### src/rtl/rv32i_types.sv
// Shared rv32i pipeline types: FE/DE stage register, RVFI monitor bundle, fetch FSM states.
package rv32i_types;

  typedef struct packed {
    logic [31:0] pc;
    logic [31:0] instr;
    logic        valid;
  } fe_de_stage_reg_t;

  typedef struct packed {
    logic        valid;
    logic [63:0] order;
    logic [31:0] inst;
    logic [4:0]  rs1_addr;
    logic [4:0]  rs2_addr;
    logic [31:0] rs1_rdata;
    logic [31:0] rs2_rdata;
    logic [4:0]  rd_addr;
    logic [31:0] rd_wdata;
    logic [31:0] pc_rdata;
    logic [31:0] pc_wdata;
    logic [31:0] mem_addr;
    logic [3:0]  mem_rmask;
    logic [3:0]  mem_wmask;
    logic [31:0] mem_rdata;
    logic [31:0] mem_wdata;
  } rvfi_t;

  typedef enum logic [1:0] {
    ISSUE = 2'd0,
    WAIT  = 2'd1,
    FLUSH = 2'd2,
    HOLD  = 2'd3
  } fetch_state_t;

endpackage

### src/rtl/fetch.sv
// IF stage: owns the PC, one outstanding imem request, holds a response across decode stalls.
// Response lands in FE/DE on the resp edge; redirects squash in-flight and held fetches.
module fetch
  import rv32i_types::*;
#(
  parameter logic [31:0] RESET_PC = 32'h1eceb000
) (
  input  logic             clk,
  input  logic             rst,
  input  logic             stall,
  input  logic             redirect,
  input  logic [31:0]      redirect_pc,
  input  logic [63:0]      redirect_order,
  output logic [31:0]      imem_addr,
  output logic [3:0]       imem_rmask,
  input  logic [31:0]      imem_rdata,
  input  logic             imem_resp,
  output fe_de_stage_reg_t DE_stage_reg,
  output rvfi_t            DE_rvfi_monitor
);

  fetch_state_t state, state_nxt;
  logic [31:0]  pc_q, pc_nxt, hold_q;
  logic [63:0]  order_q;
  logic         hold_ld, deliver;
  logic [31:0]  deliver_instr;

  assign imem_addr = pc_q;

  always_comb begin
    state_nxt     = state;
    pc_nxt        = pc_q;
    hold_ld       = 1'b0;
    deliver       = 1'b0;
    deliver_instr = imem_rdata;
    imem_rmask    = 4'h0;
    case (state)
      ISSUE: begin
        imem_rmask = rst ? 4'h0 : 4'hF;
        state_nxt  = redirect ? FLUSH : WAIT;
      end
      WAIT: begin
        // A response coincident with a redirect is already the squashed one.
        if (redirect)       state_nxt = imem_resp ? ISSUE : FLUSH;
        else if (imem_resp) begin
          if (stall) begin
            hold_ld   = 1'b1;
            state_nxt = HOLD;
          end else begin
            deliver   = 1'b1;
            state_nxt = ISSUE;
          end
        end
      end
      FLUSH: begin
        if (imem_resp) state_nxt = ISSUE;
      end
      HOLD: begin
        if (redirect) state_nxt = ISSUE;
        else if (!stall) begin
          deliver       = 1'b1;
          deliver_instr = hold_q;
          state_nxt     = ISSUE;
        end
      end
      default: state_nxt = ISSUE;
    endcase
    if (redirect)     pc_nxt = redirect_pc;
    else if (deliver) pc_nxt = pc_q + 32'd4;
  end

  always_ff @(posedge clk) begin
    if (rst) begin
      state   <= ISSUE;
      pc_q    <= RESET_PC;
      order_q <= 64'd0;
    end else begin
      state <= state_nxt;
      pc_q  <= pc_nxt;
      if (redirect)     order_q <= redirect_order + 64'd1;
      else if (deliver) order_q <= order_q + 64'd1;
      if (hold_ld)      hold_q  <= imem_rdata;
    end
  end

  always_ff @(posedge clk) begin
    if (rst) begin
      DE_stage_reg.valid <= 1'b0;
      DE_stage_reg.pc    <= RESET_PC;
      DE_stage_reg.instr <= 'x;
    end else if (redirect) begin
      DE_stage_reg.valid <= 1'b0;
    end else if (!stall) begin
      if (deliver) DE_stage_reg <= '{pc: pc_q, instr: deliver_instr, valid: 1'b1};
      else         DE_stage_reg.valid <= 1'b0;
    end
  end

  // Only the fetch-owned RVFI fields are driven; the rest stay unknown for later stages.
  always_ff @(posedge clk) begin
    if (rst) begin
      DE_rvfi_monitor          <= 'x;
      DE_rvfi_monitor.valid    <= 1'b0;
      DE_rvfi_monitor.order    <= 64'd0;
      DE_rvfi_monitor.pc_rdata <= 32'd0;
    end else if (redirect) begin
      DE_rvfi_monitor.valid <= 1'b0;
    end else if (!stall) begin
      if (deliver) begin
        DE_rvfi_monitor.valid    <= 1'b1;
        DE_rvfi_monitor.order    <= order_q;
        DE_rvfi_monitor.inst     <= deliver_instr;
        DE_rvfi_monitor.pc_rdata <= pc_q;
      end else begin
        DE_rvfi_monitor.valid <= 1'b0;
      end
    end
  end

endmodule

### config.mk
export PLATFORM = sky130hd
export DESIGN_NAME = fetch
export DESIGN_NICKNAME = d
export VERILOG_FILES = /design/src/rtl/rv32i_types.sv /design/src/rtl/fetch.sv
export SDC_FILE = /design/constraint.sdc
export NUM_CORES = 1
export LEC_CHECK = 0
export BUFFER_PORTS_ARGS = -buffer_cell sky130_fd_sc_hd__buf_2
export CAP_MARGIN = 30
export CORE_AREA = 2 2 235 237
export DETAILED_ROUTE_END_ITERATION = 8
export DIE_AREA = 0 0 237 239
export SYNTH_ARGS = -nofsm -noshare
export SYNTH_HDL_FRONTEND = slang
export SYNTH_SLANG_ARGS = --single-unit
### constraint.sdc
create_clock -name clk -period 8.05 [get_ports clk]
set_input_delay 1.61 -clock clk [delete_from_list [all_inputs] [get_ports clk]]
set_output_delay 1.61 -clock clk [all_outputs]
set_load 0.03 [all_outputs]
==> reports/qor.txt <==
top cells by area, synth: dfxtp_1 25%, edfxtp_1 17%, buf_4 12%
CP Capture Type: flip-flop
H-Tree Depth: 2
dominant synthesized flop cell: dfxtp_1
CP Launch Type: primary input
Syn Area/Cell: 8.99 sq um
VDD IR max: 0.000127 V
CP Buf/Inv Count: 2
Die Y: 239 um
Hold Path Class: reg2reg
Post-synth EDFFs: 96
GP Congestion: 0.897
most common cell in the netlist: nand2_1
Setup TNS Final: 0 ns
post-synth cell types: 84
CTS tree: done
core area: 54300 sq um
max-cap violations: 0
synthesized instance count: 1853
total number of vias: 13989
Post-CTS Resized: 0
Worst Path Required: 8.53 ns
fmax: 0.212 GHz
die area: 56600 sq um
Min Clock Period, post-route: 4.73 ns
CP max-delay cell: or4b_4
Area Growth Syn to Fin: 15.5%
vias in the first global route: 12794
Post-DP HPWL: 40400 um
kind of critical path: in2reg
P_leak: 7.66 nW
Post-synth ARST share: 0%
crit path max fanout: 90
CP dominant cell by count: nand4_1
# Post-CTS Setup Buffers: 0
final hold viol count: 0
nets: 2283
die width: 237 um
Routed WL: 55400 um
worst skew pair latency: 0.55 ns
Post-Syn Area: 16700 sq um
Slew @ Worst Pin: 0.941 ns
pwr/cell area: 206 nW/um^2
Iter 0 DRT Violations: 901
Clock Path Buffers: 3
Final Skew: 0.0172 ns
Synth top cells by count: 304 x nand2_1, 274 x buf_4, 207 x dfxtp_1, 158 x a21oi_1, 96 x edfxtp_1
RSZ-0062 raised after global routing: false
Slew Viols, Final: 0
GRT overflow: 0
register area share after synthesis: 42.2%
Final setup viols: 0
port bufs: 362
Hold-fix buffers, CTS: 0
drt pass-1 iters: 5
Crit path largest cell delay: 0.73 ns
CTS Sinks: 303
Design Power: 3.96 mW
Routed Antenna Nets: 0
Slew headroom: 37.1%
synthesized flop and latch total: 303
row cnt: 86
layout cells sized above 1: 24.0%
drt wl/cell: 19.2 um
pin count of the biggest net entering global routing: 124
Reg clk slew, reported paths: 0.06 ns
TritonCTS buffer count: 38
effective utilization at floorplan: 30.7%
DRC viols: 0
Ports: 610
Ys Warns: 0
status: completed
clk root buf: clkbuf_16
share of the synthesized area in the top cell type: 24.9%
max FFs per register: 110
antenna violations before repair: 15
crit-path cells: buf_6, buf_4, nand4_1, a211oi_2, nand4_1, or4b_4, or2_1, mux2_4, a21oi_2
first-pass GRT wire length: 79800 um
Final Cycle Share: 58.7%
crit path DAT: 5.21 ns
Yosys top cell by area: dfxtp_1
CP delay by family, top: simple AND/OR/NAND/NOR gates
GRT Util Overall: 18.4%
vias per inst: 4.85
-- power by group --
part | total [mW] | switching [mW] | leakage (nW) | internal [mW]
registers | 1.70 | 0.0619 | 2.62 | 1.64
logic | 0.552 | 0.417 | 4.43 | 0.135
clock network | 1.71 | 0.700 | 0.603 | 1.01
-- per-stage QoR --
stage | instances | worst slack [ns] | hold WS [ns] | instance area [sq um] | util (%)
floorplan | 2099 | 1.30 | 0.444 | 17600 | -
global placement | 2808 | 2.84 | 0.441 | 17900 | 33.0
detailed placement | 2811 | 2.81 | 0.444 | 18000 | 33.1
CTS | 2878 | 3.38 | 0.451 | 19200 | 35.4
global route | 2879 | 3.15 | 0.475 | 19200 | 35.4
finish | 2884 | 3.32 | 0.448 | 19200 | 35.4
-- layout by cell type, fill, tap and decap left out, types with 6 or more instances in the layout --
cell type / Yosys / routed
o311ai_0: 6 / 6
o21ai_0: 26 / 26
nor4_1: 15 / 14
and2_1: 7 / 7
mux2i_1: 31 / 31
clkbuf_8: 0 / 6
nor3_1: 37 / 36
dfxtp_1: 207 / 207
or3_1: 9 / 8
buf_4: 274 / 12
buf_2: 7 / 360
xor2_1: 49 / 49
edfxtp_1: 96 / 96
nand4_1: 37 / 37
a211oi_1: 22 / 22
nand3b_1: 19 / 19
clkbuf_16: 0 / 39
o211ai_1: 10 / 10
conb_1: 1 / 247
nor2b_1: 40 / 40
mux2_2: 40 / 40
clkbuf_1: 68 / 6
nand3_1: 71 / 71
inv_1: 10 / 10
a21oi_1: 158 / 158
and3_1: 9 / 9
nor2_1: 80 / 79
o22ai_1: 17 / 17
a22oi_1: 10 / 10
nand2_1: 304 / 304
a31oi_1: 14 / 14
xnor2_1: 53 / 53
nand4b_1: 10 / 10
-- worst min-delay path: cells and delay by family, from the launching register on --
family             cells  cell delay (ns)
AOI/OAI and AO/OA      1             0.05
DFF                    1             0.30
and+or+nand+nor        1             0.05
-- kinds of logic (layout without fill, tap and decap cells) --
| kind of cell | count (synthesis) | count (layout) | share of synthesized area [%] |
|---|---|---|---|
| AO/OA/AOI/OAI | 309 | 309 | 11.8 |
| XOR/XNOR | 102 | 102 | 5.36 |
| adder cells (fa/ha/maj) | 2 | 2 | 0.150 |
| buffers and inverters | 380 | 456 | 15.1 |
| flip-flops | 303 | 303 | 42.2 |
| multiplexers | 72 | 72 | 4.66 |
| other | 1 | 252 | 0.0225 |
| AND/OR/NAND/NOR | 684 | 684 | 20.7 |
-- path summary, 6_finish.rpt --
kind,startpoint,end,slack [ns],cells past startpoint
worst min-delay path,DE_rvfi_monitor[370],DE_rvfi_monitor[370],0.45,2
worst max-delay path,redirect,order_q[42],3.32,9
worst max register to register,state[1],order_q[22],4.56,8
worst min register to register,DE_rvfi_monitor[370],DE_rvfi_monitor[370],0.45,2
-- per-layer routing --
metal / track usage, % / wire length (um) / up-vias
met4: 5.77 / 1550 / 16
met1: 22.4 / 22300 / 6653
met5: 0 / 103 / -
met3: 4.98 / 4620 / 105
li1: - / - / 6570
met2: 31.4 / 26800 / 645
-- final cells by class --
type                    count  area [sq um]
fillers                  5622         35100
flip-flops and latches    303          7030
repair buffers            379          2000
inverters                  10          37.5
clock buffers              51          1080
diodes                      5          12.5
well taps                 704           881
multi-input cells        1416          8060
clock inverters            16           149
Power figures use the tool's default switching activity.
